$ cat config.mk
export PLATFORM = sky130hd
export DESIGN_NAME = filtro_secuenciador
export DESIGN_NICKNAME = d
export VERILOG_FILES = /design/src/rtl/filt_ctrl_pkg.sv /design/src/rtl/filtro_secuenciador.sv
export SDC_FILE = /design/constraint.sdc
export NUM_CORES = 1
export LEC_CHECK = 0
export BUFFER_PORTS_ARGS = -buffer_cell sky130_fd_sc_hd__buf_2
export CELL_PAD_IN_SITES_DETAIL_PLACEMENT = 1
export CELL_PAD_IN_SITES_GLOBAL_PLACEMENT = 1
export CORE_AREA = 2 2 45 58
export CTS_BUF_LIST = sky130_fd_sc_hd__clkbuf_8
export DETAILED_ROUTE_END_ITERATION = 10
export DIE_AREA = 0 0 47 60
export HOLD_SLACK_MARGIN = 0.08
export PLACE_DENSITY_LB_ADDON = 0.2
export RECOVER_POWER = 25
export SLEW_MARGIN = 25
export SYNTH_ARGS = -nofsm -noshare
export SYNTH_HDL_FRONTEND = slang
export SYNTH_SLANG_ARGS = --single-unit
$ cat constraint.sdc
create_clock -name clk -period 1.8 [get_ports clk]
set_input_delay 0.27 -clock clk [delete_from_list [all_inputs] [get_ports clk]]
set_output_delay 0.27 -clock clk [all_outputs]
set_load 0.01 [all_outputs]
$ cat src/rtl/filt_ctrl_pkg.sv
// Shared types/constants for the filter-section sequencer.
// Optional macro FILT_SETTLE_EN adds two settle states.
package filt_ctrl_pkg;

  typedef enum logic [3:0] {
    IDLE,
    CLR1,
    MAC1,
    LDF,
    CLR2,
    MAC2,
    LDY,
`ifdef FILT_SETTLE_EN
    SHF,
    SETTLE_F,
    SETTLE_Y
`else
    SHF
`endif
  } state_t;

  localparam int SEL_U    = 0;
  localparam int SEL_F1_A = 1;
  localparam int SEL_F2_A = 2;
  localparam int SEL_F    = 3;
  localparam int SEL_F1_B = 4;
  localparam int SEL_F2_B = 5;

  // cycles from the accepting edge to the done cycle
  function automatic int filt_latency(input int n);
`ifdef FILT_SETTLE_EN
    return 2 * n + 7;
`else
    return 2 * n + 5;
`endif
  endfunction

  localparam int FILT_LATENCY = filt_latency(3);

endpackage

$ cat src/rtl/filtro_secuenciador.sv
// Per-sample DF-II control sequencer for one filter section.
// Macro FILT_SETTLE_EN inserts settle cycles after LDF and MAC2.
module filtro_secuenciador
  import filt_ctrl_pkg::*;
#(
  parameter int N_TAPS = 3,
  parameter int SEL_W  = 4
) (
  input  logic             clk,
  input  logic             rst,
  input  logic             start,
  input  logic             clr_ovr,
  output logic [SEL_W-1:0] sel,
  output logic             rst_acum,
  output logic             leer,
  output logic             desp,
  output logic             leer_y,
  output logic             busy,
  output logic             done,
  output logic             overrun
);

  localparam int CNT_W =
    (N_TAPS > 1) ? $clog2(N_TAPS) : 1;
  localparam logic [CNT_W-1:0] LAST =
    CNT_W'(N_TAPS - 1);

  if (N_TAPS < 1) begin : g_bad_taps
    $error("N_TAPS must be at least 1");
  end
  if (2 * N_TAPS > (1 << SEL_W)) begin : g_bad_sel
    $error("SEL_W too narrow for 2*N_TAPS selects");
  end

  state_t           state, state_n;
  logic [CNT_W-1:0] cnt, cnt_n;
  logic [SEL_W-1:0] sel_n;
  logic             rst_acum_n;
  logic             leer_n;
  logic             desp_n;
  logic             leer_y_n;
  logic             busy_n;
  logic             done_n;
  logic             ovr_n;

  // next state and tap counter
  always_comb begin
    state_n = state;
    cnt_n   = cnt;
    unique case (state)
      IDLE: if (start) state_n = CLR1;
      CLR1: begin
        state_n = MAC1;
        cnt_n   = '0;
      end
      MAC1: begin
        if (cnt == LAST) state_n = LDF;
        else cnt_n = cnt + CNT_W'(1);
      end
`ifdef FILT_SETTLE_EN
      LDF:      state_n = SETTLE_F;
      SETTLE_F: state_n = CLR2;
`else
      LDF:      state_n = CLR2;
`endif
      CLR2: begin
        state_n = MAC2;
        cnt_n   = '0;
      end
      MAC2: begin
`ifdef FILT_SETTLE_EN
        if (cnt == LAST) state_n = SETTLE_Y;
`else
        if (cnt == LAST) state_n = LDY;
`endif
        else cnt_n = cnt + CNT_W'(1);
      end
`ifdef FILT_SETTLE_EN
      SETTLE_Y: state_n = LDY;
`endif
      LDY:     state_n = SHF;
      SHF:     state_n = IDLE;
      default: state_n = IDLE;
    endcase
  end

  // Moore outputs decoded from the upcoming state/counter
  always_comb begin
    sel_n      = sel;
    rst_acum_n = 1'b0;
    leer_n     = 1'b0;
    desp_n     = 1'b0;
    leer_y_n   = 1'b0;
    done_n     = 1'b0;
    busy_n     = (state_n != IDLE);
    unique case (state_n)
      IDLE: sel_n = '0;
      CLR1: begin
        rst_acum_n = 1'b1;
        sel_n      = SEL_W'(SEL_U);
      end
      MAC1: sel_n = SEL_W'(cnt_n);
      LDF:  leer_n = 1'b1;
      CLR2: begin
        rst_acum_n = 1'b1;
        sel_n      = SEL_W'(N_TAPS);
      end
      MAC2: sel_n = SEL_W'(N_TAPS) + SEL_W'(cnt_n);
      LDY:  leer_y_n = 1'b1;
      SHF: begin
        desp_n = 1'b1;
        done_n = 1'b1;
      end
      default: ;
    endcase
  end

  // sticky overrun; a fresh overrun beats a clear
  always_comb begin
    ovr_n = overrun;
    if (start && busy) ovr_n = 1'b1;
    else if (clr_ovr)  ovr_n = 1'b0;
  end

  // state, counter and output registers
  always_ff @(posedge clk) begin
    if (rst) begin
      state    <= IDLE;
      cnt      <= '0;
      sel      <= '0;
      rst_acum <= 1'b0;
      leer     <= 1'b0;
      desp     <= 1'b0;
      leer_y   <= 1'b0;
      busy     <= 1'b0;
      done     <= 1'b0;
      overrun  <= 1'b0;
    end else begin
      state    <= state_n;
      cnt      <= cnt_n;
      sel      <= sel_n;
      rst_acum <= rst_acum_n;
      leer     <= leer_n;
      desp     <= desp_n;
      leer_y   <= leer_y_n;
      busy     <= busy_n;
      done     <= done_n;
      overrun  <= ovr_n;
    end
  end

endmodule

## Word level (Yosys, flattened, before mapping)

Index checks and enable logic that the tools add are counted.

| storage, ports and cells | value |
|---|---|
| output and inout port bits | 11 |
| register bits | 16 |
| bits in read-only memories | 0 |
| memories | 0 |
| bits in writable memories | 0 |
| latch bits | 0 |

| cells by class | value |
|---|---|
| div/mod/pow operators | 0 |
| bitwise operators | 0 |
| $add $sub $neg | 2 |
| reduce and logical (&&, ||, !) cells | 10 |
| shift-type cells | 0 |
| muxes and demuxes | 13 |
| $mul | 0 |
| eq/ne operators | 14 |
| $lt $le $gt $ge | 0 |

Operators by type and width:

| operator | count |
|---|---|
| 4-bit by 3-bit equality test with 1-bit output (second input constant) | 7 |
| 4-bit one-hot mux with 7 select lines | 1 |
| 4-bit by 2-bit equality test with 1-bit output (second input constant) | 4 |
| 4-bit one-hot mux with 4 select lines | 1 |
| 4-bit 2-to-1 mux | 3 |
| 4-bit by 1-bit equality test with 1-bit output (second input constant) | 2 |
| 4-bit zero test | 2 |
| 4-bit nonzero test | 2 |
| 2-bit OR reduction | 4 |
| 1-bit 2-to-1 mux | 6 |
| 2-bit one-hot mux with 2 select lines | 1 |
| 2-bit by 2-bit adder with 3-bit output (first input constant) | 1 |
| 2-bit by 1-bit adder with 2-bit output (second input constant) | 1 |
| 2-bit equality test (second input constant) | 1 |
| 2-bit 2-to-1 mux | 1 |
| 2-bit nonzero test | 1 |
| 1-bit logical AND | 1 |

## Depth between registers and ports, before layout

Gate-level depths: netlist of the first run.

| depth | value |
|---|---|
| depth after elaboration | 6 |
| mapped depth | 8 |

## Worst setup path after synthesis of the first run

OpenSTA, ideal clock, no wires.

| timing path | value |
|---|---|
| kind | reg-to-reg |
| start | register cnt[0] |
| end | register sel[1] |
| path buffers | 0 |
| data required time | 1.666 ns |
| path slack | -0.169 ns |
| cell stages (with the launch flop) | 9 |
| data arrival time | 1.836 ns |
| setup time | 0.134 ns |
| cell sequence | dfxtp_1 > inv_1 > ha_1 > a32o_1 > a211oi_1 > ha_1 > a21oi_1 > a2111oi_0 > nor4_1 |

| between the ends | value |
|---|---|
| cells in the longest elaborated chain, start to end | 6 |
| elaborated cells between the ends (all ways) | 16 |
| classes of those cells | add/sub: 2; eq/ne: 5; mux: 6; reduce/logical: 3 |

RTL lines:

| what | RTL line | source |
|---|---|---|
| start, declared | filtro_secuenciador.sv:36 | `logic [CNT_W-1:0] cnt, cnt_n;` |
| start signal, assigned | filtro_secuenciador.sv:140 | `cnt <= cnt_n;` |
| parallel branches: the longest is 6 deep, another holds 2-bit by 2-bit adder with 3-bit output | n/a |  |
| end signal, assigned | filtro_secuenciador.sv:141 | `sel <= sel_n;` |
| end, declared | filtro_secuenciador.sv:13 | `output logic [SEL_W-1:0] sel,` |

Several ways; the timed one is not identified. The select of a mux whose other input is x is not followed.
A chain may end at the register's enable or synchronous reset.

## Worst setup path in the final report of the first run

| timing path | value |
|---|---|
| start | register cnt[1] |
| end | register sel[1] |

Same word-level chain as after synthesis.

==> results.json, run 1 <==
{
  "grt_pass1_wl_mm": 3.90,
  "synth_mux_area_share_pct": 0,
  "fill_cells": 291,
  "fin_crit_sh_pct": 99.0,
  "synthCells": 99,
  "path_max_fanout": 3,
  "cts_tree": "built",
  "hold_viol": 0,
  "antenna_found_initial": 0,
  "drv_slew": 0,
  "rows": 20,
  "end_kind": "register",
  "numPortBuffers": 13,
  "rrSetupSlack_ps": 20,
  "drive_gt1_share_pct": 43.9,
  "synth_simple_gate_area_share_pct": 25.8,
  "syn_avg_cell_area_um2": 8.24,
  "ys_top_cells_by_area": "dfxtp_1 37%, nor2_1 5.5%, a21oi_1 4.9%",
  "yosys.area.top_type": "dfxtp_1",
  "cts_root_buf": "clkbuf_8",
  "drtIter0Drc": 9,
  "crit_arrival_ps": 1910,
  "fp.dieH_um": 60,
  "final_cell_mix": "22 x buf_4, 12 x dfxtp_1, 11 x nor2_1",
  "finClkSkew_ps": 0.565,
  "drt-pass1-iter-count": 2,
  "place_congestion": 0.789,
  "start_kind": "register",
  "gr-usage-all-layers_pct": 20.0,
  "synth-xor-area-share_pct": 1.07,
  "vias_per_cell": 5.15,
  "wl_per_cell_um": 14.9,
  "clkTransAtPathRegs_ps": 60,
  "dieArea_um2": 2820,
  "dp_hpwl_mm": 1.87,
  "crit_slowest_cell": "dfxtp_2",
  "synthesis.area_um2": 816,
  "setup_viol": 0,
  "final_common_cell": "buf_4",
  "die_w_um": 47,
  "cpPeakStageDelay_ps": 350,
  "postCtsHoldBufs": 0,
  "drv.max_cap_violation_count": 0,
  "ys_types": 33,
  "area_growth_pct": 41.6,
  "grt_start_max_net_pins": 14,
  "initial_core_util_pct": 35.4,
  "insertion_delay_ps": 250,
  "synth_top_family_by_area": "simple AND/OR/NAND/NOR gates",
  "max_freq_mhz": 561,
  "cts_sinks": 15,
  "required_ps": 1930,
  "io_pins": 15,
  "wirelength_mm": 2.45,
  "yosysTopAreaCellShare_pct": 36.8,
  "fin_cells": 165,
  "cts_max_level": 1,
  "finalCriticalPeriod_ps": 1780,
  "power.total_w": 0.000706,
  "hold_class": "input pin to register",
  "grt_pass1_vias": 866,
  "synthFlopType": "dfxtp_1",
  "synth_seq_area_share_pct": 36.8,
  "p_leak_nw": 0.474,
  "drcViolationCount": 0,
  "cts-buffers-inserted": 3,
  "path_cells": "inv_2 > ha_4 > a32o_2 > a211oi_4 > ha_1 > a21oi_2 > a2111oi_1 > nor4_1",
  "synth_edf_count": 0,
  "synthAdderAreaFrac_pct": 4.60,
  "crit_type": "register to register",
  "ir_worst_vdd_mv": 0.487,
  "overflow": 0,
  "ys_seq_elements": 15,
  "outcome": "finished, final reports clean",
  "routed-via-count": 850,
  "yosys_warnings": 0,
  "rsz0062_at_grt": "true",
  "synth-compound-area-share_pct": 23.9,
  "p_per_area_nw_per_um2": 612,
  "clockBufferDepth": 2,
  "drt.antenna.violating_nets": 0,
  "dpl.cell_count": 158,
  "coreArea_um2": 2300,
  "nets": 140,
  "async_flop_share_pct": 0,
  "antenna_cells": 0
}
cell type report:
type                    count  area, um^2  area share [%]
multi-input cells          73         519            45.0
flip-flops and latches     15         304            26.3
repair buffers             35         225            19.5
clock buffers               3        41.3            3.58
well taps                  33        41.3            3.58
inverters                   5        18.8            1.63
clock inverters             1        5.00           0.433
final timing paths:
| kind | start | end | depth (start not counted) |
|---|---|---|---|
| min | clr_ovr | overrun$_SDFFE_PP0P_ | 3 |
| max reg2reg | cnt[1]$_SDFF_PP0_ | sel[1]$_SDFFE_PP0P_ | 8 |
| min reg2reg | overrun$_SDFFE_PP0P_ | overrun$_SDFFE_PP0P_ | 2 |
| max | cnt[1]$_SDFF_PP0_ | sel[1]$_SDFFE_PP0P_ | 8 |
synth_stat cells, drive strengths merged (2+ instances only):
cell	instances
nand2	6
o31ai	2
nor2b	3
a21oi	8
nor4	2
nor3	3
a32o	2
nand2b	4
inv	5
a211oi	3
dfxtp	15
or2	2
nor3b	3
nand3	3
ha	3
nor2	12
o21ai	3
and3	3
buf	6
a2111oi	3
state kept, by name (all words and copies together) (netlist names):
| name | count |
|---|---|
| overrun | 1 |
| leer | 1 |
| leer_y | 1 |
| sel | 3 |
| busy | 1 |
| rst_acum | 1 |
| state | 4 |
| cnt | 2 |
| done | 1 |
critical path, delay by kind of cell (launching register included):
family / cells / cell delay (ps)
and+or+nand+nor: 1 / 80
DFF: 1 / 350
AOI/OAI and AO/OA: 4 / 850
buffers and inverters: 1 / 50
adders and majority gates: 2 / 330
per-layer routing:
metal	vias up	global-route usage [%]	share of wire, %
li1	417	-	-
met1	413	22.1	40
met2	13	35.0	55
met3	7	2.72	1.4
met4	0	11.1	3.3
met5	-	0	0
stage by stage:
step / setup TNS [ps] / util, % / hold slack [ps] / setup WS, ps / instance area, um^2
final: 0 / 50.2 / 280 / 17.4 / 1150
after global routing: -152 / 50.2 / 321 / -92.8 / 1150
after global placement: -33.2 / 45.5 / 450 / -22.2 / 1050
after CTS: -71.0 / 49.1 / 279 / -71.0 / 1130
after detailed placement: -181 / 45.5 / 472 / -131 / 1050
after floorplan: 0 / - / 350 / 6.90 / 840
power by group:
| group | leakage, nW | internal (W) | switching, W |
|---|---|---|---|
| Combinational | 0.325 | 0.0000402 | 0.0000498 |
| Sequential | 0.123 | 0.000340 | 0.00000628 |
| Clock | 0.0255 | 0.000153 | 0.000117 |
cell families after synthesis:
family,Yosys count
compound gates,26
xor+xnor,1
fa+ha+maj,3
buf+inv,12
flops,15
other cells,1
simple gates,41
what timing repair did:
action | in CTS | in global routing
pin swaps | 6 | 2
endpoints found under the setup margin | 2 | 3
cloned | 0 | 0
resized for setup | 8 | 7
buffers inserted | 2 | 1
Power figures use the tool's default switching activity.
==> run 2: changes to the inputs <==
- CELL_PAD_IN_SITES_DETAIL_PLACEMENT: 1 -> not set
- CELL_PAD_IN_SITES_GLOBAL_PLACEMENT: 1 -> not set
- CORE_AREA: 2 2 45 58 -> 5 5 43 54
- DIE_AREA: 0 0 47 60 -> 0 0 48 59
==> run 2 against run 1 <==
Critical path depth grew 1. Critical endpoint unchanged. Clock skew grew 2.4 ps. Flip-flop and latch count is the same. Total power shrank 0.50%.
==> results.json, run 2 (synthesis results as in run 1) <==
{
  "outcome": "finished, final reports clean",
  "dieArea_um2": 2830,
  "cpPeakStageDelay_ps": 340,
  "crit_end": "sel[1]$_SDFFE_PP0P_",
  "antenna_cells": 0,
  "nets": 139,
  "wirelength_mm": 2.16,
  "dpl.cell_count": 143,
  "drv_slew": 0,
  "cts_root_buf": "clkbuf_8",
  "fin_crit_sh_pct": 97.3,
  "place_congestion": 0.838,
  "initial_core_util_pct": 46.8,
  "drive_gt1_share_pct": 44.3,
  "path_cells": "inv_2 > ha_4 > a32o_1 > a211oi_2 > buf_4 > buf_4 > buf_4 > nor3b_1 > nor4_1",
  "required_ps": 1930,
  "vias_per_cell": 5.62,
  "drv.max_cap_violation_count": 0,
  "grt_start_max_net_pins": 14,
  "numPortBuffers": 13,
  "drt-pass1-iter-count": 4,
  "crit_arrival_ps": 1880,
  "largest_reg_flops": 4,
  "gr-usage-all-layers_pct": 18.1,
  "fill_cells": 144,
  "ir_worst_vdd_mv": 0.649,
  "wl_per_cell_um": 14.4,
  "hold_class": "input pin to register",
  "grt_pass1_wl_mm": 3.59,
  "final_common_cell": "buf_4",
  "insertion_delay_ps": 250,
  "cts-buffers-inserted": 3,
  "r2r_cells": 9,
  "final_util_pct": 65.4,
  "drt.antenna.violating_nets": 0,
  "finalCriticalPeriod_ps": 1750,
  "regMostFlops": "state",
  "fp.dieH_um": 59,
  "path_max_fanout": 3,
  "power.total_w": 0.000703,
  "cts_max_level": 1,
  "antenna_found_initial": 0,
  "coreArea_um2": 1740,
  "rows": 17,
  "io_pins": 15,
  "crit_slowest_cell": "dfxtp_2",
  "startpoint": "cnt[1]$_SDFF_PP0_",
  "p_per_area_nw_per_um2": 617,
  "crit_top_cell": "buf_4",
  "whs_ps": 273,
  "crit_type": "register to register",
  "overflow": 0,
  "end_kind": "register",
  "area_growth_pct": 39.7,
  "rsz0062_at_grt": "true",
  "clkTransAtPathRegs_ps": 60,
  "max_freq_mhz": 571,
  "die_w_um": 48,
  "start_kind": "register",
  "drtIter0Drc": 23,
  "routed-via-count": 843,
  "cts_sinks": 15,
  "drcViolationCount": 0,
  "final_cell_mix": "20 x buf_4, 12 x dfxtp_1, 10 x nor2_1",
  "dp_hpwl_mm": 1.52,
  "p_leak_nw": 0.464,
  "r2r_end": "sel[1]$_SDFFE_PP0P_",
  "fin_cells": 150,
  "setup_viol": 0,
  "r2r-start": "cnt[1]$_SDFF_PP0_",
  "rrSetupSlack_ps": 50,
  "top_regs": "state (4), sel (3), cnt (2)",
  "finClkSkew_ps": 2.96,
  "hold_viol": 0,
  "clockBufferDepth": 2,
  "grt_pass1_vias": 839,
  "cts_tree": "built"
}
==> run 2: report_power, final <==
group / internal, W / total [W] / switching, W
sequential: 0.000340 / 0.000345 / 0.00000579
combinational: 0.0000389 / 0.0000877 / 0.0000488
clock: 0.000153 / 0.000270 / 0.000116
total: 0.000532 / 0.000703 / 0.000171
==> run 2: per-layer routing <==
layer  wire length (um)  vias to the layer above  GRT usage, %
met5                  0                        -             0
met4                 53                        0          11.9
met3                 77                        4          3.65
met2               1140                       23          28.5
met1                893                      400          21.3
li1                   -                      416             -
==> run 2: final cells by class <==
class	count	area [um^2]	area share, %
Clock buffer	3	41.3	3.62
Clock inverter	1	5.00	0.439
Inverter	5	18.8	1.65
Multi-Input combinational cell	73	526	46.1
Sequential cell	15	304	26.7
Tap cell	19	23.8	2.09
Timing Repair Buffer	34	221	19.4
==> run 2: critical path: cells and delay by family, from the launching register on <==
family	cells	cell delay, ps
flip-flops	1	340
buffers and inverters	4	380
AO/OA/AOI/OAI	2	430
adder cells (fa/ha/maj)	1	230
AND/OR/NAND/NOR	2	250
==> run 2: worst min path at each step <==
stage | start | endpoint | slack, ps | cells past startpoint
floorplan | rst | state[1]$_SDFF_PP0_ | 350 | 1
global placement | overrun$_SDFFE_PP0P_ | overrun$_SDFFE_PP0P_ | 460 | 2
detailed placement | busy$_SDFF_PP0_ | overrun$_SDFFE_PP0P_ | 460 | 2
CTS | clr_ovr | overrun$_SDFFE_PP0P_ | 270 | 3
global route | clr_ovr | overrun$_SDFFE_PP0P_ | 290 | 3
finish | clr_ovr | overrun$_SDFFE_PP0P_ | 270 | 3
==> run 2: stage by stage <==
| stage | TNS, ps | setup WS [ps] | cell area, um^2 |
|---|---|---|---|
| global placement | -18.8 | -18.8 | 1020 |
| global route | -55.2 | -46.0 | 1140 |
| floorplan | 0 | 6.90 | 840 |
| CTS | -63.3 | -40.2 | 1110 |
| detailed placement | -39.9 | -39.9 | 1020 |
| finish | 0 | 48.2 | 1140 |
==> run 2: repair_timing <==
| action | CTS | global route |
|---|---|---|
| buffers inserted | 2 | 1 |
| pin swaps | 7 | 7 |
| hold buffers | 0 | 0 |
| resized for setup | 6 | 10 |
| endpoints found under the setup margin | 2 | 3 |
==> run 3: changes to the inputs <==
- ABC_AREA: not set -> 1
- CORE_AREA: 5 5 43 54 -> 5 5 45 47
- DIE_AREA: 0 0 48 59 -> 0 0 50 52
==> run 3 against run 2 <==
Fmax grew 6.3%. Count of clock-buffer cells in the layout unchanged. Via count fell by 18%. Synthesized area shrank 8.9%. Combinational power is 30% lower. Worst setup slack gained 100 ps. Total power fell by 3.2%. Critical endpoint unchanged.
==> results.json, run 3 <==
{
  "hold_class": "input pin to register",
  "hold_viol": 0,
  "cts_max_level": 1,
  "place_congestion": 0.890,
  "outcome": "finished, final reports clean",
  "final_common_cell": "nand2_1",
  "drv_slew": 0,
  "drive_gt1_share_pct": 23.0,
  "synth_edf_count": 0,
  "async_flop_share_pct": 0,
  "grt_pass1_wl_mm": 2.40,
  "grt_pass1_vias": 621,
  "fin_crit_sh_pct": 91.6,
  "finalCriticalPeriod_ps": 1650,
  "drt.antenna.violating_nets": 0,
  "r2r_end": "sel[1]$_SDFFE_PP0P_",
  "die_w_um": 50,
  "r2r_cells": 13,
  "regMostFlops": "state",
  "clkTransAtPathRegs_ps": 60,
  "synth_common_cells": "32 x nand2_1, 15 x dfxtp_1, 15 x nor2_1",
  "fill_cells": 171,
  "hold_depth": 4,
  "finClkSkew_ps": 3.03,
  "synth_seq_area_share_pct": 40.4,
  "clockBufferDepth": 2,
  "overflow": 0,
  "p_leak_nw": 0.422,
  "postLayoutCellArea_um2": 860,
  "path_max_fanout": 6,
  "ys_types": 19,
  "cts-buffers-inserted": 3,
  "synthCells": 107,
  "cts_setup_buffers": 0,
  "yosysTopAreaCellShare_pct": 40.4,
  "setup_viol": 0,
  "final_cell_mix": "32 x nand2_1, 15 x nor2_1, 13 x dfxtp_1",
  "dpl_cell_area_um2": 815,
  "fp.dieH_um": 52,
  "drt-pass1-iter-count": 5,
  "p_int_w": 0.000515,
  "cts_root_buf": "clkbuf_8",
  "yosys.area.top_type": "dfxtp_1",
  "fin_cells": 139,
  "top_regs": "state (4), sel (3), cnt (2)",
  "antenna_cells": 0,
  "area_growth_pct": 15.7,
  "yosys_warnings": 0,
  "yosysMostFrequentCell": "nand2_1",
  "drtIter0Drc": 15,
  "ys_seq_elements": 15,
  "initial_core_util_pct": 46.0,
  "synthesis.area_um2": 743,
  "p_per_area_nw_per_um2": 792,
  "dp_hpwl_mm": 1.15,
  "required_ps": 1940,
  "end_kind": "register",
  "p_sw_w": 0.000166,
  "antenna_found_initial": 0,
  "routed-via-count": 690,
  "max_freq_mhz": 607,
  "largest_reg_flops": 4,
  "hp-start": "clr_ovr",
  "syn_avg_cell_area_um2": 6.95,
  "coreArea_um2": 1610,
  "crit_arrival_ps": 1790,
  "synthFlopType": "dfxtp_1",
  "drcViolationCount": 0,
  "rrSetupSlack_ps": 150,
  "start_kind": "register",
  "setup_tns_ps": 0,
  "cts_sinks": 15,
  "sw_frac_of_total_pct": 24.4,
  "r2r-start": "state[1]$_SDFF_PP0_",
  "ys_top_cells_by_area": "dfxtp_1 40%, nand2_1 16%, nor2_1 7.6%",
  "nets": 130,
  "insertion_delay_ps": 250,
  "ir_worst_vdd_mv": 0.422,
  "grt_start_max_net_pins": 15,
  "crit_type": "register to register",
  "rsz0062_at_grt": "false",
  "io_pins": 15,
  "clkPwrFrac_pct": 40.0,
  "drv.max_cap_violation_count": 0,
  "rows": 15,
  "dpl.cell_count": 135,
  "gr-usage-all-layers_pct": 12.2,
  "sequentialPowerShare_pct": 51.0,
  "cts_tree": "built",
  "p_comb_share_pct": 9.0,
  "wirelength_mm": 1.44,
  "whs_endpoint": "overrun$_SDFFE_PP0P_",
  "wl_per_cell_um": 10.4,
  "vias_per_cell": 4.96,
  "dieArea_um2": 2600,
  "numPortBuffers": 13
}
[run 3: worst max path at each step]
stage | from | endpoint | slack (ps) | cells after the start
floorplan | state[1]$_SDFF_PP0_ | sel[1]$_SDFFE_PP0P_ | 290 | 13
global placement | state[1]$_SDFF_PP0_ | sel[1]$_SDFFE_PP0P_ | 180 | 13
detailed placement | state[1]$_SDFF_PP0_ | sel[1]$_SDFFE_PP0P_ | 140 | 13
CTS | state[1]$_SDFF_PP0_ | sel[1]$_SDFFE_PP0P_ | 120 | 13
global route | state[1]$_SDFF_PP0_ | sel[1]$_SDFFE_PP0P_ | 1 | 13
finish | state[1]$_SDFF_PP0_ | sel[1]$_SDFFE_PP0P_ | 150 | 13
[run 3: final cells by class]
type / instances / area [um^2] / area share (%)
sequential: 15 / 303 / 35.2
inverter: 14 / 52.6 / 6.11
tap: 17 / 21.3 / 2.47
clock inverter: 1 / 5.00 / 0.582
timing repair buffer: 13 / 61.3 / 7.13
clock buffer: 3 / 41.3 / 4.80
multi-input combinational: 76 / 375 / 43.7
[run 3: repair_timing]
item                       in CTS  in global routing
setup endpoints to repair       0                  1
hold buffers                    0                  0
resized for setup               0                  2
[run 3: per-layer routing]
layer	share of wire, %	up-vias	track usage, %
met5	0	-	0
li1	-	354	-
met1	43	310	12.6
met2	50	20	20.5
met4	3.5	0	11.4
met3	4.3	6	2.29
[run 3: power groups by stage]
stage / registers, W / clock network (W) / logic (W)
floorplan: 0.000355 / 0 / 0.0000442
global placement: 0.000354 / 0 / 0.0000603
detailed placement: 0.000354 / 0 / 0.0000618
CTS: 0.000347 / 0.000284 / 0.0000621
global route: 0.000348 / 0.000307 / 0.0000701
finish: 0.000347 / 0.000272 / 0.0000613
[run 3: cell families after synthesis]
group           share of synthesized area, %
simple gates                            38.7
buf+inv                                 9.59
fa+ha+maj                               5.05
other cells                            0.505
flops                                   40.4
compound gates                          5.72
[run 3: per-stage QoR]
stage | hold slack, ps | util [%] | setup WS [ps] | total power (W)
after floorplan | 339 | - | 291 | 0.000399
after global placement | 443 | 50.5 | 177 | 0.000414
after detailed placement | 450 | 50.5 | 136 | 0.000416
after CTS | 259 | 53.3 | 120 | 0.000693
after global routing | 259 | 53.3 | 1.24 | 0.000725
final | 260 | 53.3 | 151 | 0.000681
[run 3: critical path: stages, from the launching register on]
cell     delay (ps)
dfxtp_2         370
inv_2            80
nor2_1          160
nand2_1          80
nand2_1          90
nand2_1          50
nand2_1          90
inv_1            60
ha_1            270
nand2_1          50
nand2_1          70
nand2_1          50
nor2_1           80
nor2_1           40
